**config.mk**
```make
export PLATFORM = sky130hd
export DESIGN_NAME = serial_shift_unit
export DESIGN_NICKNAME = d
export VERILOG_FILES = /design/src/rtl/riscv_shift_pkg.sv /design/src/rtl/shift_step.sv /design/src/rtl/serial_shift_unit.sv
export SDC_FILE = /design/constraint.sdc
export NUM_CORES = 1
export LEC_CHECK = 0
export BUFFER_PORTS_ARGS = -buffer_cell sky130_fd_sc_hd__buf_2
export CORE_UTILIZATION = 35
export DETAILED_ROUTE_END_ITERATION = 10
export PLACE_DENSITY_LB_ADDON = 0.25
export SKIP_LAST_GASP = 1
export SLEW_MARGIN = 20
export SYNTH_ARGS = -nofsm -noshare
export SYNTH_HDL_FRONTEND = slang
export SYNTH_SLANG_ARGS = --single-unit
```
**constraint.sdc**
```tcl
create_clock -name clk_i -period 5.3 [get_ports clk_i]
set_input_delay 0.53 -clock clk_i [delete_from_list [all_inputs] [get_ports clk_i]]
set_output_delay 0.53 -clock clk_i [all_outputs]
set_load 0.1 [all_outputs]
```
**src/rtl/riscv_shift_pkg.sv**
```systemverilog
// Shared encodings for the RISC-V shifters: operation type, iterative-shifter
// state and the set of supported per-cycle shift widths.
package riscv_shift_pkg;

   typedef enum logic [1:0] {
      SHIFT_SRL  = 2'b00,
      SHIFT_SLL  = 2'b01,
      SHIFT_SRA  = 2'b10,
      SHIFT_PASS = 2'b11
   } shift_type_e;

   typedef enum logic [1:0] {
      ST_IDLE  = 2'b00,
      ST_SHIFT = 2'b01,
      ST_DONE  = 2'b10
   } shift_state_e;

   localparam int unsigned NUM_LEGAL_SPC = 4;
   localparam int unsigned LEGAL_SPC [NUM_LEGAL_SPC] = '{32'd1, 32'd2, 32'd4, 32'd8};

   function automatic bit spcIsLegal(input int unsigned spc);
      bit ok;
      ok = 1'b0;
      for (int i = 0; i < int'(NUM_LEGAL_SPC); i++) begin
         if (LEGAL_SPC[i] == spc) begin
            ok = 1'b1;
         end
      end
      return ok;
   endfunction

endpackage

```
**src/rtl/shift_step.sv**
```systemverilog
// One iteration of the serial shifter: shifts the accumulator by a small
// amount according to the operation type; pass-through leaves it untouched.
module shift_step
   import riscv_shift_pkg::*;
(
   input  logic [31:0]  acc_i,
   input  logic [4:0]   step_i,
   input  shift_type_e  typ_i,
   output logic [31:0]  acc_o
);

   always_comb begin
      acc_o = acc_i;
      case (typ_i)
         SHIFT_SRL: acc_o = acc_i >> step_i;
         SHIFT_SLL: acc_o = acc_i << step_i;
         SHIFT_SRA: acc_o = $signed(acc_i) >>> step_i;
         default:   acc_o = acc_i;
      endcase
   end

endmodule

```
**src/rtl/serial_shift_unit.sv**
```systemverilog
// Area-lean iterative shifter for the EX stage: accepts a request via
// start/done, shifts up to SHIFT_PER_CYCLE bits per clock and stalls the pipe.
module serial_shift_unit
   import riscv_shift_pkg::*;
#(
   parameter int unsigned SHIFT_PER_CYCLE = 1
) (
   input  logic         clk_i,
   input  logic         rst_ni,
   input  logic         start_i,
   input  logic         flush_i,
   input  logic [31:0]  a_i,
   input  logic [4:0]   shamt_i,
   input  logic [1:0]   type_i,
   output logic [31:0]  r_o,
   output logic         done_o,
   output logic         busy_o,
   output logic         stall_o
);

   if (!spcIsLegal(SHIFT_PER_CYCLE)) begin : gBadSpc
      $error("serial_shift_unit: SHIFT_PER_CYCLE must be 1, 2, 4 or 8");
   end

   localparam logic [4:0] SPC = 5'(SHIFT_PER_CYCLE);

   shift_state_e  state_q;
   shift_type_e   typ_q;
   logic [31:0]   acc_q;
   logic [31:0]   acc_d;
   logic [4:0]    cnt_q;
   logic [4:0]    cnt_d;
   logic [4:0]    stepAmt;
   logic [31:0]   r_q;
   logic          done_q;
   logic          busy_q;
   logic          inShift;
   logic          accept;
   logic          zeroWork;

   assign inShift  = (state_q == ST_SHIFT);
   assign accept   = start_i && !flush_i && !inShift;
   assign zeroWork = (shamt_i == 5'd0) || (type_i == SHIFT_PASS);

   // The last iteration only consumes what is left of the shift amount.
   assign stepAmt = (cnt_q < SPC) ? cnt_q : SPC;
   assign cnt_d   = cnt_q - stepAmt;

   shift_step uStep (
      .acc_i  (acc_q),
      .step_i (stepAmt),
      .typ_i  (typ_q),
      .acc_o  (acc_d)
   );

   always_ff @(posedge clk_i or negedge rst_ni) begin
      if (!rst_ni) begin
         state_q <= ST_IDLE;
         typ_q   <= SHIFT_SRL;
         acc_q   <= '0;
         cnt_q   <= '0;
         r_q     <= '0;
         done_q  <= 1'b0;
         busy_q  <= 1'b0;
      end else begin
         done_q <= 1'b0;
         case (state_q)
            ST_SHIFT: begin
               if (flush_i) begin
                  state_q <= ST_IDLE;
                  busy_q  <= 1'b0;
               end else begin
                  acc_q <= acc_d;
                  cnt_q <= cnt_d;
                  if (cnt_d == 5'd0) begin
                     r_q     <= acc_d;
                     state_q <= ST_DONE;
                     done_q  <= 1'b1;
                     busy_q  <= 1'b0;
                  end
               end
            end
            // IDLE and DONE both accept, which allows back-to-back issue.
            default: begin
               if (accept) begin
                  acc_q <= a_i;
                  cnt_q <= shamt_i;
                  typ_q <= shift_type_e'(type_i);
                  if (zeroWork) begin
                     r_q     <= a_i;
                     state_q <= ST_DONE;
                     done_q  <= 1'b1;
                  end else begin
                     state_q <= ST_SHIFT;
                     busy_q  <= 1'b1;
                  end
               end else begin
                  state_q <= ST_IDLE;
               end
            end
         endcase
      end
   end

   assign r_o     = r_q;
   assign done_o  = done_q;
   assign busy_o  = busy_q;
   assign stall_o = inShift || (accept && !zeroWork);

endmodule

```
======== Word level (Yosys, flattened, before mapping) ========
Cells that the tools add are included.
word-level totals
  output and inout bits ................... 35
  bits in registers ....................... 75
  word-level logic and storage cells ...... 66
  input port bits ......................... 43
cells by class
  muxes and demuxes ....................... 28
  equal/unequal tests ..................... 8
  add/subtract/negate cells ............... 1
  shifts and indexed selects .............. 3
  bitwise operators ....................... 1
  magnitude comparators ................... 1
  reductions and logical operators ........ 17
operator list
  kind                                                  count
  2-to-1 mux 32 bit                                     8
  one-hot mux 32 bit (3 select lines)                   1
  << shifter 32 x 5 -> 32 bit                           1
  right shift 32 x 5 -> 32 bit                          1
  >>> shifter 32 x 5 -> 32 bit                          1
  2-to-1 mux 5 bit                                      4
  zero test 5 bit                                       2
  2-to-1 mux 1 bit                                      10
  2-to-1 mux 2 bit                                      5
  < comparator 5 x 1 -> 1 bit (second input constant)   1
  subtractor 5 bit                                      1
  equality test 2 x 1 -> 1 bit (second input constant)  2
  equality test 2 bit (second input constant)           2
  != test 2 bit (second input constant)                 2
  AND reduction 2 bit                                   2
  AND reduction 4 bit                                   1
  nonzero test 2 bit                                    2
  logical AND 1 bit                                     3
  zero test 1 bit                                       3
  != test 3 x 2 -> 1 bit (second input constant)        1
  AND reduction 3 bit                                   1
  zero test 2 bit                                       1
  logical OR 1 bit                                      2
  != test 2 x 1 -> 1 bit (second input constant)        1
  inverter 1 bit                                        1

======== Depth between registers and ports, before layout ========
  depth after elaboration ................. 7
  gate-level depth with buffers ........... 9
  gate-level depth less buffers ........... 7

======== By module ========
A second synthesis with hierarchy kept.
second synthesis, totals
  cells, all modules ...................... 923
  area total of the unflattened synthesis .. 7848.8 um2
by module, submodules not included
  module             seq. area each (um2)  instances  cells each  area an instance (um2)
  shift_step         0.0                   1          614         4388.0
  serial_shift_unit  1876.8                1          309         3460.8

======== Worst setup path after synthesis ========
OpenSTA, ideal clock, no wires.
  kind .................................... input port to output port
  start point ............................. input port shamt_i[3]
  end point ............................... output port stall_o
  arrival ................................. 3.014 ns
  slack ................................... 1.756 ns
  buffers on the path ..................... 1
  required time ........................... 4.770 ns
  cell stages on the path ................. 4
  path through ............................ or4_4 > o21ai_4 > buf_4 > o21ai_0
between the ends
  cells in the longest elaborated chain, start to end .. 5
ends and longest elaborated chain
  item               RTL line                  source
  start, declared    serial_shift_unit.sv:13   input logic [4:0] shamt_i,
  zero test 5 bit    serial_shift_unit.sv:43   assign zeroWork = (shamt_i == 5'd0) || (type_i == SHIFT_PASS);
  logical OR 1 bit   serial_shift_unit.sv:43
  zero test 1 bit    serial_shift_unit.sv:108  assign stall_o = inShift || (accept && !zeroWork);
  logical AND 1 bit  serial_shift_unit.sv:108
  logical OR 1 bit   serial_shift_unit.sv:108
  end, declared      serial_shift_unit.sv:18   output logic stall_o
Every way passes these cells.

======== Worst setup path after layout ========
  start point ............................. register cnt_q[4]
  end point ............................... register r_q[31] (netlist: r_o[31])
between the ends
  cells in the longest elaborated chain, start to end .. 7
  elaborated cells between the ends (all ways) .. 13
  classes of those cells .................. 1 x add/sub; 1 x order compare; 1 x eq/ne; 3 x shift; 5 x mux; 2 x reduce/logical
ends and longest elaborated chain
  item                                                  RTL line                 source
  start, declared                                       serial_shift_unit.sv:31  logic [4:0] cnt_q;
  start signal, assigned                                serial_shift_unit.sv:74  cnt_q <= cnt_d;
  start signal, assigned                                serial_shift_unit.sv:87  cnt_q <= shamt_i;
  < comparator 5 x 1 -> 1 bit                           serial_shift_unit.sv:46  assign stepAmt = (cnt_q < SPC) ? cnt_q : SPC;
  2-to-1 mux 5 bit                                      serial_shift_unit.sv:46
  >>> shifter 32 x 5 -> 32 bit (tied with other cells)  shift_step.sv:17         SHIFT_SRA: acc_o = $signed(acc_i) >>> step_i;
  one-hot mux 32 bit (3 select lines)                   shift_step.sv:14         case (typ_i)
  2-to-1 mux 32 bit                                     serial_shift_unit.sv:75  if (cnt_d == 5'd0) begin
  2-to-1 mux 32 bit                                     serial_shift_unit.sv:69  if (flush_i) begin
  2-to-1 mux 32 bit                                     serial_shift_unit.sv:67  case (state_q)
  end signal, assigned                                  serial_shift_unit.sv:90  r_q <= a_i;
  end, declared                                         serial_shift_unit.sv:34  logic [31:0] r_q;
Parallel ways exist; a longest one is shown, timed or not. The select of a mux whose other input is x is not followed.
A chain may end at the register's enable or synchronous reset.

==> flow_metrics.py <==
metrics = {
    "outcome": {
        "outcome": "completed",
    },
    "placed_design": {
        "hpwl_um": 7210,
        "gp_congestion": 0.785,
        "port_buffers": 77,
        "place_inst": 611,
    },
    "worst_setup_path": {
        "worstSetupStartpointType": "flop",
        "worstReg2RegStart": "cnt_q[4]$_DFFE_PN0P_",
        "end_kind": "flop",
        "worst-setup-path-type": "reg2reg",
        "arrival_ns": 3.41,
        "crit_path_max_fanout": 33,
        "cp.required_ns": 5.51,
        "startpoint": "cnt_q[4]$_DFFE_PN0P_",
    },
    "yosys": {
        "yosys.area_share.simple_pct": 12.3,
        "netlist_area_um2": 4290,
        "synth_cells": 426,
        "async_reset_ff_share_pct": 100,
        "ys_warn_count": 0,
        "ys_seq_area_share_pct": 43.8,
        "synth-seq-cells": 75,
        "synth_compound_area_share_pct": 34.5,
        "ys_types": 53,
        "avgSynthCellArea_um2": 10.1,
        "synth_top_family_by_area": "compound AO/OA/AOI/OAI gates",
        "syn-num-nets": 471,
        "muxShareOfSynthArea_pct": 2.45,
        "synth_edf_count": 0,
        "synthFlopType": "dfrtp_1",
        "synth-xor-area-share_pct": 0,
        "synth_fa_ha_area_share_pct": 0.584,
    },
    "route": {
        "ant_nets": 0,
        "drc": 0,
        "drt_iter0_markers": 278,
        "wl_um": 11500,
        "wl_met1_um": 5260,
        "drt-wirelength-per-cell_um": 18.4,
        "viasPerCell": 6.02,
        "maxUsedRoutingLayer": "met4",
        "dr_wl_met3_um": 704,
        "met2_wirelength_um": 5420,
        "num_vias": 3773,
        "detail_route.first_pass.iterations": 5,
    },
    "timing": {
        "tns_ns": 0,
        "rsz0062_at_grt": "false",
        "period_minus_slack_ns": 3.20,
        "finalCritPeriodShare_pct": 60.3,
        "slew_headroom_pct": 25.7,
        "tightest_slew_ns": 1.11,
        "maxSlewViolCount": 0,
        "fin_skew_ns": 0.00429,
        "setup_violations": 0,
        "hold_viol": 0,
        "max_freq_mhz": 313,
    },
    "global_routing": {
        "antenna_found_initial": 0,
        "grt_overflow": 0,
        "grt_start_max_net_pins": 76,
        "grt_first_pass_wirelength_um": 19100,
        "grt_pass1_vias": 3718,
        "grtUsageTotal_pct": 19.0,
    },
    "clock_tree": {
        "htree_levels": 3,
        "clkTransAtPathRegs_ns": 0.06,
        "cts-root-buf": "clkbuf_16",
        "cts_resized": 0,
        "clk_latency_ns": 0.33,
        "clockBufferDepth": 2,
        "cts_sinks": 75,
        "postCtsSetupBuffers": 0,
        "tritoncts": "built",
        "cts_inserted_buffers": 9,
        "cts_hold_buf": 0,
    },
    "floorplan": {
        "ios": 78,
        "initial_core_util_pct": 35.8,
        "rows": 40,
        "fp.dieH_um": 113,
        "die_w_um": 113,
        "coreArea_um2": 12000,
        "dieArea_um2": 12700,
    },
    "pwr": {
        "p_sw_share_pct": 50.5,
        "combPwrFrac_pct": 47.9,
        "seq_power_share_pct": 31.6,
        "p_sw_mw": 1.43,
        "power_leakage_nw": 2.02,
        "power_density_nw_per_um2": 569,
        "intPower_mw": 1.40,
        "vdd_drop_max_v": 0.000292,
        "clockPowerShare_pct": 20.5,
    },
    "finish": {
        "layout_common_cells": "buf_2, dfrtp_1, a31oi_1, a211oi_1, nor2_1",
        "final_common_cell": "buf_2",
        "area_growth_pct": 15.7,
        "final_core_util_pct": 41.5,
        "multi_input_area_um2": 2150,
        "seq_area_um2": 1880,
        "drive_gt1_share_pct": 27.7,
        "diodes": 0,
        "final_cells": 627,
        "n_fill_cell": 1208,
        "fin_nets": 521,
    },
    "min_path": {
        "hold_path.class": "in2async",
    },
    "flow_run": {
        "max_cap_violations": 0,
    },
}
==> state kept, by name, indices dropped and copies added (netlist names) <==
name     cells
acc_q       32
state_q      2
busy_o       1
cnt_q        5
done_o       1
r_o         32
typ_q        2
==> power groups by stage <==
stage,registers (mW),logic [mW],clock network [mW]
final,0.894,1.35,0.579
after global routing,0.922,1.43,0.611
after CTS,0.897,1.35,0.592
after detailed placement,0.906,1.35,0
after global placement,0.898,1.34,0
after floorplan,1.54,0.468,0
==> cells by family (layout without fill, tap and decap cells) <==
kind of cell / Yosys count / after routing
AND/OR/NAND/NOR: 107 / 107
adder cells (fa/ha/maj): 2 / 2
flip-flops: 75 / 75
buffers and inverters: 49 / 103
AO/OA/AOI/OAI: 183 / 183
multiplexers: 10 / 10
==> worst paths after layout <==
| path | end | slack, ns | cells past startpoint |
|---|---|---|---|
| worst min register to register | r_o[31]$_DFFE_PN0P_ | 0.53 | 1 |
| worst max register to register | r_o[31]$_DFFE_PN0P_ | 2.10 | 7 |
| max in group asynchronous | r_o[31]$_DFFE_PN0P_ | 4.31 | 1 |
| worst min-delay path | cnt_q[1]$_DFFE_PN0P_ | 0.30 | 1 |
| worst max-delay path | r_o[31]$_DFFE_PN0P_ | 2.10 | 7 |
| min in group clk_i | typ_q[0]$_DFFE_PN0P_ | 0.47 | 2 |
==> layer usage <==
metal | global-route usage [%] | up-vias
li1 | - | 1778
met1 | 25.6 | 1859
met2 | 30.5 | 126
met3 | 4.32 | 10
met4 | 5.33 | 0
met5 | 0 | -
==> synth_stat cells (all sizes together), types with 2 or more instances <==
cell / count / share of area [%]
dfrtp: 75 / 44
a31oi: 62 / 9.0
a211oi: 42 / 7.4
nor2: 39 / 3.9
nand2: 33 / 2.9
buf: 27 / 4.4
o22a: 26 / 5.3
o221ai: 25 / 7.4
clkbuf: 16 / 1.4
nand2b: 10 / 1.5
and3: 7 / 1.0
a21oi: 6 / 0.79
inv: 6 / 0.53
mux2i: 6 / 1.4
nor4: 6 / 0.88
a21o: 4 / 0.88
mux2: 4 / 1.1
o21ai: 4 / 0.73
a31o: 2 / 0.41
ha: 2 / 0.58
nor2b: 2 / 0.29
nor3b: 2 / 0.35
o22ai: 2 / 0.29
==> layout make-up <==
class	count	area share [%]
clock buffer	13	5.45
clock inverter	2	0.202
inverter	6	0.454
multi-input combinational	302	43.4
sequential	75	37.8
tap	147	3.71
timing repair buffer	82	8.98
==> worst max-delay path, stage by stage (launching register included) <==
cell	delay, ns
dfrtp_1	0.46
nor3_4	0.47
a21o_1	0.24
ha_1	0.23
o21ba_2	0.16
o2111a_2	0.71
a21o_4	0.43
mux2_1	0.36
==> through the flow <==
stage	instance area (µm²)	setup slack, ns	power [mW]	hold slack, ns
after floorplan	4290	1.76	2.00	0.234
after global placement	4650	2.22	2.24	0.526
after detailed placement	4650	2.13	2.26	0.534
after CTS	4930	2.12	2.84	0.396
after global routing	4960	1.94	2.96	0.424
final	4960	2.10	2.83	0.302
Power figures use the tool's default switching activity.
